<file path="config.mk">
export PLATFORM = sky130hd
export DESIGN_NAME = pc_ctrl_flat
export DESIGN_NICKNAME = d
export VERILOG_FILES = /design/src/rtl/pc_ctrl_if.sv /design/src/rtl/pc_ctrl.sv /design/src/flat_wrapper.sv
export SDC_FILE = /design/constraint.sdc
export NUM_CORES = 1
export LEC_CHECK = 0
export CAP_MARGIN = 0
export CORE_AREA = 2 2 136 138
export DETAILED_ROUTE_END_ITERATION = 8
export DIE_AREA = 0 0 138 140
export GPL_ROUTABILITY_DRIVEN = 0
export HOLD_SLACK_MARGIN = 0.12
export PLACE_DENSITY = 0.75
export SLEW_MARGIN = 30
export SYNTH_ARGS = -nofsm -noshare
export SYNTH_HDL_FRONTEND = slang
export SYNTH_SLANG_ARGS = --single-unit
</file>
<file path="constraint.sdc">
create_clock -name clk -period 2.4 [get_ports clk]
set_clock_uncertainty 0.15 [all_clocks]
set_input_delay 0.24 -clock clk [delete_from_list [all_inputs] [get_ports clk]]
set_output_delay 0.24 -clock clk [all_outputs]
set_load 0.05 [all_outputs]
</file>
<file path="src/rtl/pc_ctrl_if.sv">
// Signal bundle between the PC controller and the rest of the Y86-64 pipeline:
// fetch results, hazard sources, redirect requests and the stall/bubble controls.
interface pc_ctrl_if;
    // Fetch-stage results for the PC currently presented
    logic [3:0]  f_icode;
    logic [63:0] f_valC;
    logic [63:0] f_valP;
    logic        f_in_mem;
    logic        f_in_inst;
    logic        f_hlt;

    // Hazard sources from decode and execute
    logic [3:0]  d_srcA;
    logic [3:0]  d_srcB;
    logic [3:0]  e_icode;
    logic [3:0]  e_dstM;

    // Redirect requests
    logic        ex_mispredict;
    logic [63:0] ex_fallthru;
    logic        ret_valid;
    logic [63:0] ret_addr;

    // Status of the instruction retiring in writeback
    logic [1:0]  w_stat;

    // Controller outputs
    logic [63:0] pc;
    logic        f_stall;
    logic        d_stall;
    logic        d_bubble;
    logic        e_bubble;
    logic [1:0]  stat;
    logic        halted;

    // Pipeline side: drives stage results, consumes PC and controls
    modport master (
        output f_icode, f_valC, f_valP, f_in_mem, f_in_inst, f_hlt,
        output d_srcA, d_srcB, e_icode, e_dstM,
        output ex_mispredict, ex_fallthru, ret_valid, ret_addr, w_stat,
        input  pc, f_stall, d_stall, d_bubble, e_bubble, stat, halted
    );

    // Controller side
    modport slave (
        input  f_icode, f_valC, f_valP, f_in_mem, f_in_inst, f_hlt,
        input  d_srcA, d_srcB, e_icode, e_dstM,
        input  ex_mispredict, ex_fallthru, ret_valid, ret_addr, w_stat,
        output pc, f_stall, d_stall, d_bubble, e_bubble, stat, halted
    );
endinterface

</file>
<file path="src/rtl/pc_ctrl.sv">
// Program-counter controller for the pipelined Y86-64 core. Holds the predicted
// PC, selects the fetch PC, detects load-use hazards and sequences ret refill,
// fetch-exception drain and halt through a small state machine.
module pc_ctrl #(
    parameter logic [63:0] RESET_PC = 64'd0
) (
    input  logic       clk,
    input  logic       rst_n,
    pc_ctrl_if.slave   bus
);

    localparam logic [3:0] ICODE_MRMOV = 4'd5;
    localparam logic [3:0] ICODE_JXX   = 4'd7;
    localparam logic [3:0] ICODE_CALL  = 4'd8;
    localparam logic [3:0] ICODE_RET   = 4'd9;
    localparam logic [3:0] ICODE_POPQ  = 4'd11;
    localparam logic [3:0] REG_NONE    = 4'hF;

    typedef enum logic [1:0] {
        RUN      = 2'd0,
        RET_WAIT = 2'd1,
        DRAIN    = 2'd2,
        HALTED   = 2'd3
    } state_t;

    state_t      state_reg, state_next;
    logic [63:0] pred_pc_reg, pred_pc_next;
    logic [1:0]  stat_reg, stat_next;

    logic        load_use;
    logic        fetch_exc;
    logic [63:0] pc_sel;
    logic        f_stall_c, d_stall_c, d_bubble_c, e_bubble_c, halted_c;

    // Hazard and exception detection from the current stage contents
    always_comb begin
        load_use  = ((bus.e_icode == ICODE_MRMOV) || (bus.e_icode == ICODE_POPQ)) &&
                    (bus.e_dstM != REG_NONE) &&
                    ((bus.e_dstM == bus.d_srcA) || (bus.e_dstM == bus.d_srcB));
        fetch_exc = bus.f_in_mem | bus.f_in_inst | bus.f_hlt;
    end

    // Fetch PC select: mispredict beats ret refill beats prediction
    always_comb begin
        if (bus.ex_mispredict) begin
            pc_sel = bus.ex_fallthru;
        end else if (bus.ret_valid) begin
            pc_sel = bus.ret_addr;
        end else begin
            pc_sel = pred_pc_reg;
        end
    end

    // Next state and pipeline controls; a nonzero writeback status always halts
    always_comb begin
        state_next = state_reg;
        f_stall_c  = 1'b0;
        d_stall_c  = 1'b0;
        d_bubble_c = 1'b0;
        e_bubble_c = 1'b0;
        halted_c   = 1'b0;
        case (state_reg)
            RUN: begin
                if (bus.ex_mispredict) begin
                    // Squash the two wrong-path instructions; any stall is dropped
                    d_bubble_c = 1'b1;
                    e_bubble_c = 1'b1;
                end else if (load_use) begin
                    // Hold F and D, insert a bubble into E; nothing new is fetched
                    f_stall_c  = 1'b1;
                    d_stall_c  = 1'b1;
                    e_bubble_c = 1'b1;
                end else if (fetch_exc) begin
                    state_next = DRAIN;
                end else if (bus.f_icode == ICODE_RET) begin
                    state_next = RET_WAIT;
                end
            end
            RET_WAIT: begin
                if (bus.ex_mispredict) begin
                    d_bubble_c = 1'b1;
                    e_bubble_c = 1'b1;
                    state_next = RUN;
                end else if (bus.ret_valid) begin
                    // Return address is on pc this cycle; fetch proceeds normally
                    state_next = RUN;
                end else begin
                    f_stall_c  = 1'b1;
                    d_bubble_c = 1'b1;
                end
            end
            DRAIN: begin
                if (bus.ex_mispredict) begin
                    // The excepting fetch was on the wrong path; resume
                    d_bubble_c = 1'b1;
                    e_bubble_c = 1'b1;
                    state_next = RUN;
                end else begin
                    f_stall_c  = 1'b1;
                    d_bubble_c = 1'b1;
                end
            end
            HALTED: begin
                f_stall_c  = 1'b1;
                d_bubble_c = 1'b1;
                e_bubble_c = 1'b1;
                halted_c   = 1'b1;
            end
            default: begin
                state_next = RUN;
            end
        endcase
        if (bus.w_stat != 2'd0) begin
            state_next = HALTED;
        end
    end

    // Prediction for the next fetch and status capture on entry to HALTED
    always_comb begin
        if (f_stall_c) begin
            pred_pc_next = pred_pc_reg;
        end else if ((bus.f_icode == ICODE_JXX) || (bus.f_icode == ICODE_CALL)) begin
            pred_pc_next = bus.f_valC;
        end else begin
            pred_pc_next = bus.f_valP;
        end
        if ((state_reg != HALTED) && (bus.w_stat != 2'd0)) begin
            stat_next = bus.w_stat;
        end else begin
            stat_next = stat_reg;
        end
    end

    // State, predicted PC and status registers
    always_ff @(posedge clk or negedge rst_n) begin
        if (!rst_n) begin
            state_reg   <= RUN;
            pred_pc_reg <= RESET_PC;
            stat_reg    <= 2'd0;
        end else begin
            state_reg   <= state_next;
            pred_pc_reg <= pred_pc_next;
            stat_reg    <= stat_next;
        end
    end

    // While reset is held the outputs are forced quiet, independent of inputs
    always_comb begin
        bus.pc       = rst_n ? pc_sel : RESET_PC;
        bus.f_stall  = f_stall_c  & rst_n;
        bus.d_stall  = d_stall_c  & rst_n;
        bus.d_bubble = d_bubble_c & rst_n;
        bus.e_bubble = e_bubble_c & rst_n;
        bus.halted   = halted_c   & rst_n;
        bus.stat     = stat_reg;
    end

endmodule

</file>
<file path="src/flat_wrapper.sv">
// flat-port wrapper written by rule: the top's interface ports become plain ports
module pc_ctrl_flat 
#(
    parameter logic [63:0] RESET_PC = 64'd0
)
  (clk, rst_n, bus_f_icode, bus_f_valC, bus_f_valP, bus_f_in_mem, bus_f_in_inst, bus_f_hlt, bus_d_srcA, bus_d_srcB, bus_e_icode, bus_e_dstM, bus_ex_mispredict, bus_ex_fallthru, bus_ret_valid, bus_ret_addr, bus_w_stat, bus_pc, bus_f_stall, bus_d_stall, bus_d_bubble, bus_e_bubble, bus_stat, bus_halted);
  pc_ctrl_if bus_i ();
  input  logic clk;
  input  logic rst_n;
  input wire logic [$bits(bus_i.f_icode)-1:0] bus_f_icode;
  input wire logic [$bits(bus_i.f_valC)-1:0] bus_f_valC;
  input wire logic [$bits(bus_i.f_valP)-1:0] bus_f_valP;
  input wire logic [$bits(bus_i.f_in_mem)-1:0] bus_f_in_mem;
  input wire logic [$bits(bus_i.f_in_inst)-1:0] bus_f_in_inst;
  input wire logic [$bits(bus_i.f_hlt)-1:0] bus_f_hlt;
  input wire logic [$bits(bus_i.d_srcA)-1:0] bus_d_srcA;
  input wire logic [$bits(bus_i.d_srcB)-1:0] bus_d_srcB;
  input wire logic [$bits(bus_i.e_icode)-1:0] bus_e_icode;
  input wire logic [$bits(bus_i.e_dstM)-1:0] bus_e_dstM;
  input wire logic [$bits(bus_i.ex_mispredict)-1:0] bus_ex_mispredict;
  input wire logic [$bits(bus_i.ex_fallthru)-1:0] bus_ex_fallthru;
  input wire logic [$bits(bus_i.ret_valid)-1:0] bus_ret_valid;
  input wire logic [$bits(bus_i.ret_addr)-1:0] bus_ret_addr;
  input wire logic [$bits(bus_i.w_stat)-1:0] bus_w_stat;
  output wire logic [$bits(bus_i.pc)-1:0] bus_pc;
  output wire logic [$bits(bus_i.f_stall)-1:0] bus_f_stall;
  output wire logic [$bits(bus_i.d_stall)-1:0] bus_d_stall;
  output wire logic [$bits(bus_i.d_bubble)-1:0] bus_d_bubble;
  output wire logic [$bits(bus_i.e_bubble)-1:0] bus_e_bubble;
  output wire logic [$bits(bus_i.stat)-1:0] bus_stat;
  output wire logic [$bits(bus_i.halted)-1:0] bus_halted;
  assign bus_i.f_icode = bus_f_icode;
  assign bus_i.f_valC = bus_f_valC;
  assign bus_i.f_valP = bus_f_valP;
  assign bus_i.f_in_mem = bus_f_in_mem;
  assign bus_i.f_in_inst = bus_f_in_inst;
  assign bus_i.f_hlt = bus_f_hlt;
  assign bus_i.d_srcA = bus_d_srcA;
  assign bus_i.d_srcB = bus_d_srcB;
  assign bus_i.e_icode = bus_e_icode;
  assign bus_i.e_dstM = bus_e_dstM;
  assign bus_i.ex_mispredict = bus_ex_mispredict;
  assign bus_i.ex_fallthru = bus_ex_fallthru;
  assign bus_i.ret_valid = bus_ret_valid;
  assign bus_i.ret_addr = bus_ret_addr;
  assign bus_i.w_stat = bus_w_stat;
  assign bus_pc = bus_i.pc;
  assign bus_f_stall = bus_i.f_stall;
  assign bus_d_stall = bus_i.d_stall;
  assign bus_d_bubble = bus_i.d_bubble;
  assign bus_e_bubble = bus_i.e_bubble;
  assign bus_stat = bus_i.stat;
  assign bus_halted = bus_i.halted;
  pc_ctrl #(.RESET_PC(RESET_PC)) u_core (.clk(clk), .rst_n(rst_n), .bus(bus_i));
endmodule
</file>
==> results.sh <==
export IMPL_grt_usage_pct=20.65
export IMPL_die_x_um=138
export IMPL_crit_type="in -> out"
export IMPL_ys_warn_count=0
export IMPL_grt_use_met2_pct=35.17
export IMPL_worst_slew_pin_slew_ns=0.5729
export IMPL_grt_max_degree=83
export IMPL_worstSkewPairLatency_ns=0.33
export IMPL_worstPathMaxFanout=5
export IMPL_rows=49
export IMPL_period_share_pct=98.13
export IMPL_run_status="complete, no violations"
export IMPL_io_pins=356
export IMPL_leakage_nw=4.371
export IMPL_clk_path_buf_depth=2
export IMPL_cts_tree="yes"
export IMPL_hold_viol=0
export IMPL_design_core_area_um2=17780
export IMPL_slew_headroom_pct=61.69
export IMPL_drt_iter0_drc=159
export IMPL_cts_buffers=9
export IMPL_io_buffers=355
export IMPL_die_area_um2=19320
export IMPL_grt_ovfl_total=0
export IMPL_grt_pass1_wl_um=31630
export IMPL_drc=0
export IMPL_syn_to_final_growth_pct=83.45
export IMPL_diodes=0
export IMPL_cts_sinks=68
export IMPL_clkTransAtPathRegs_ns=0.05
export IMPL_use_met1_pct=25.21
export IMPL_max_clock_freq_ghz=0.4246
export IMPL_rsz0062_at_grt="no"
export IMPL_hold_slack_ns=0.2083
export IMPL_drt_first_pass_iters=4
export IMPL_routedWlPerCell_um=17.82
export IMPL_yosysSeqAreaShare_pct=30.30
export IMPL_start_util_pct=31.59
export IMPL_fin_crit_ns=2.355
export IMPL_via_per_inst=4.755
export IMPL_ant_nets=0
export IMPL_vdd_drop_max_mv=0.3803
export IMPL_synth_fp_nets=840
export IMPL_crit_path_start_kind="input port"
export IMPL_tns_ns=0
export IMPL_cap_violations=0
export IMPL_arrival_ns=1.97
export IMPL_avgSynthCellArea_um2=10.19
export IMPL_antenna_found_initial=0
export IMPL_syn_inst=551
export IMPL_via_count=5397
export IMPL_top_usage_layer="met2"
export IMPL_required_ns=2.01
export IMPL_endpoint_kind="output port"
export IMPL_grt_use_met3_pct=5.402
export IMPL_synth_seq_cells=68
export IMPL_die_y_um=140
export IMPL_slew_viol_final=0
export IMPL_dp_hpwl_um=15850
export IMPL_fin_nets=1192
export IMPL_grt_pass1_vias=5764
export IMPL_cts_htree_levels=3
export IMPL_totalWireLength_um=20220
export IMPL_setup_viol=0
export IMPL_power_density_nw_per_um2=554.6
export IMPL_drive_gt1_share_pct=27.81
export IMPL_min_path_type="in -> async"
export IMPL_fin_cells=1135
export IMPL_synth_area_um2=5617
export IMPL_largest_reg_flops=64
export IMPL_cts_root_buf="clkbuf_16"
export IMPL_post_place_cells=1116
export IMPL_ys_types=35
-- routing by layer --
layer | up-vias | part of all wire, %
li1 | 2631 | -
met1 | 2503 | 42
met2 | 226 | 49
met3 | 37 | 6.0
met4 | 0 | 2.9
met5 | - | 0
-- synth_stat cells (all sizes together) --
| cell | n | area [um2] |
|---|---|---|
| o31a | 1 | 8.760 |
| nand2b | 3 | 18.77 |
| nor2 | 2 | 7.510 |
| a221oi | 1 | 26.28 |
| buf | 20 | 186.4 |
| ha | 4 | 50.05 |
| xor2 | 8 | 70.07 |
| nand2 | 71 | 266.5 |
| nor2b | 2 | 12.51 |
| mux2i | 64 | 640.6 |
| and2 | 65 | 406.6 |
| inv | 5 | 18.77 |
| o21ai | 67 | 346.6 |
| clkbuf | 22 | 82.58 |
| nand4 | 1 | 6.260 |
| or3b | 1 | 8.760 |
| nor4 | 4 | 25.02 |
| o2111a | 1 | 12.51 |
| a211o | 1 | 8.760 |
| o311a | 1 | 10.01 |
| o22ai | 1 | 6.260 |
| and3 | 1 | 6.260 |
| o211ai | 1 | 7.510 |
| nand4b | 1 | 8.760 |
| a2111o | 2 | 22.52 |
| mux2 | 128 | 1625 |
| a21oi | 2 | 10.01 |
| dfrtp | 68 | 1702 |
| nor3 | 3 | 15.01 |
-- per-stage QoR --
stage          power, W  utilization [%]  worst slack [ns]  area [um2]
2_1_floorplan  0.003187                -            0.1533        5619
3_3_place_gp   0.004342            55.87           -0.1771        9933
3_5_place_dp   0.004399            55.87           -0.2199        9933
4_1_cts        0.005771            57.76           0.02910       10270
5_1_grt        0.006006            57.95          0.001994       10300
6_report       0.005714            57.95           0.04483       10300
-- cell families (layout without fill, tap and decap cells) --
logic type	after synthesis	count (layout)	synth area share (%)
buffers and inverters	47	402	5.124
adders and majority gates	4	4	0.8911
xor gates and xnor gates	8	8	1.248
DFF	68	68	30.30
AOI/OAI and AO/OA	78	78	8.176
muxes	192	192	40.34
and+or+nand+nor	154	154	13.92
-- repair_timing --
| action | in CTS | in global routing |
|---|---|---|
| pin swaps | 3 | 2 |
| buffers inserted | 4 | 0 |
| endpoints found under the hold margin | 52 | 0 |
| gates resized for setup | 5 | 9 |
| hold buffers | 1 | 0 |
| setup endpoints to repair | 3 | 24 |
-- cells in the final DEF, fill, tap and decap left out, types with 4 or more instances in the layout --
cell type        synthesis  layout
nand2_1                 71      71
dfrtp_1                 68      68
o21ai_0                 66      66
mux2i_1                 64      64
clkbuf_16                0       9
buf_4                    1      38
buf_12                   5      60
and2_1                  65      65
inv_1                    5       4
xor2_1                   8       8
clkdlybuf4s50_1          0     278
mux2_2                  79      79
mux2_4                  49      49
-- worst paths after layout --
check                      slack [ns]                endpoint           startpoint  depth (start not counted)
setup reg to reg                 0.11   u_core.pred_pc_reg[2]  u_core.state_reg[1]                          9
max in group asynchronous        1.19  u_core.pred_pc_reg[36]                rst_n                          4
hold reg to reg                  0.34      u_core.bus.stat[1]   u_core.bus.stat[1]                          2
setup / recovery                 0.04            bus_e_bubble        bus_d_srcA[3]                          7
hold / removal                   0.21   u_core.pred_pc_reg[6]                rst_n                          2
min in group clk                 0.34      u_core.bus.stat[1]   u_core.bus.stat[1]                          2
-- final cells by class --
type / count / area, um2
tap: 229 / 286.5
clock inverter: 2 / 35.03
multi-input combinational: 436 / 3660
timing repair buffer: 383 / 4345
sequential: 68 / 1702
clock buffer: 12 / 256.5
inverter: 5 / 18.77
fill: 1558 / 7476
-- power breakdown --
part	switching, W	internal [W]	leakage, nW
combinational	0.000998	0.00152	3.44
clock	0.000489	0.000848	0.145
sequential	0.000281	0.00158	0.787
total	0.00177	0.00395	4.37
-- critical path, cell delays in order --
cell and delay (ns):
clkdlybuf4s50_1 0.51, xor2_1 0.20, nor4_2 0.07, o2111a_2 0.30, buf_4 0.16, o311a_1 0.32
buf_12 0.16
Power figures use the tool's default switching activity.
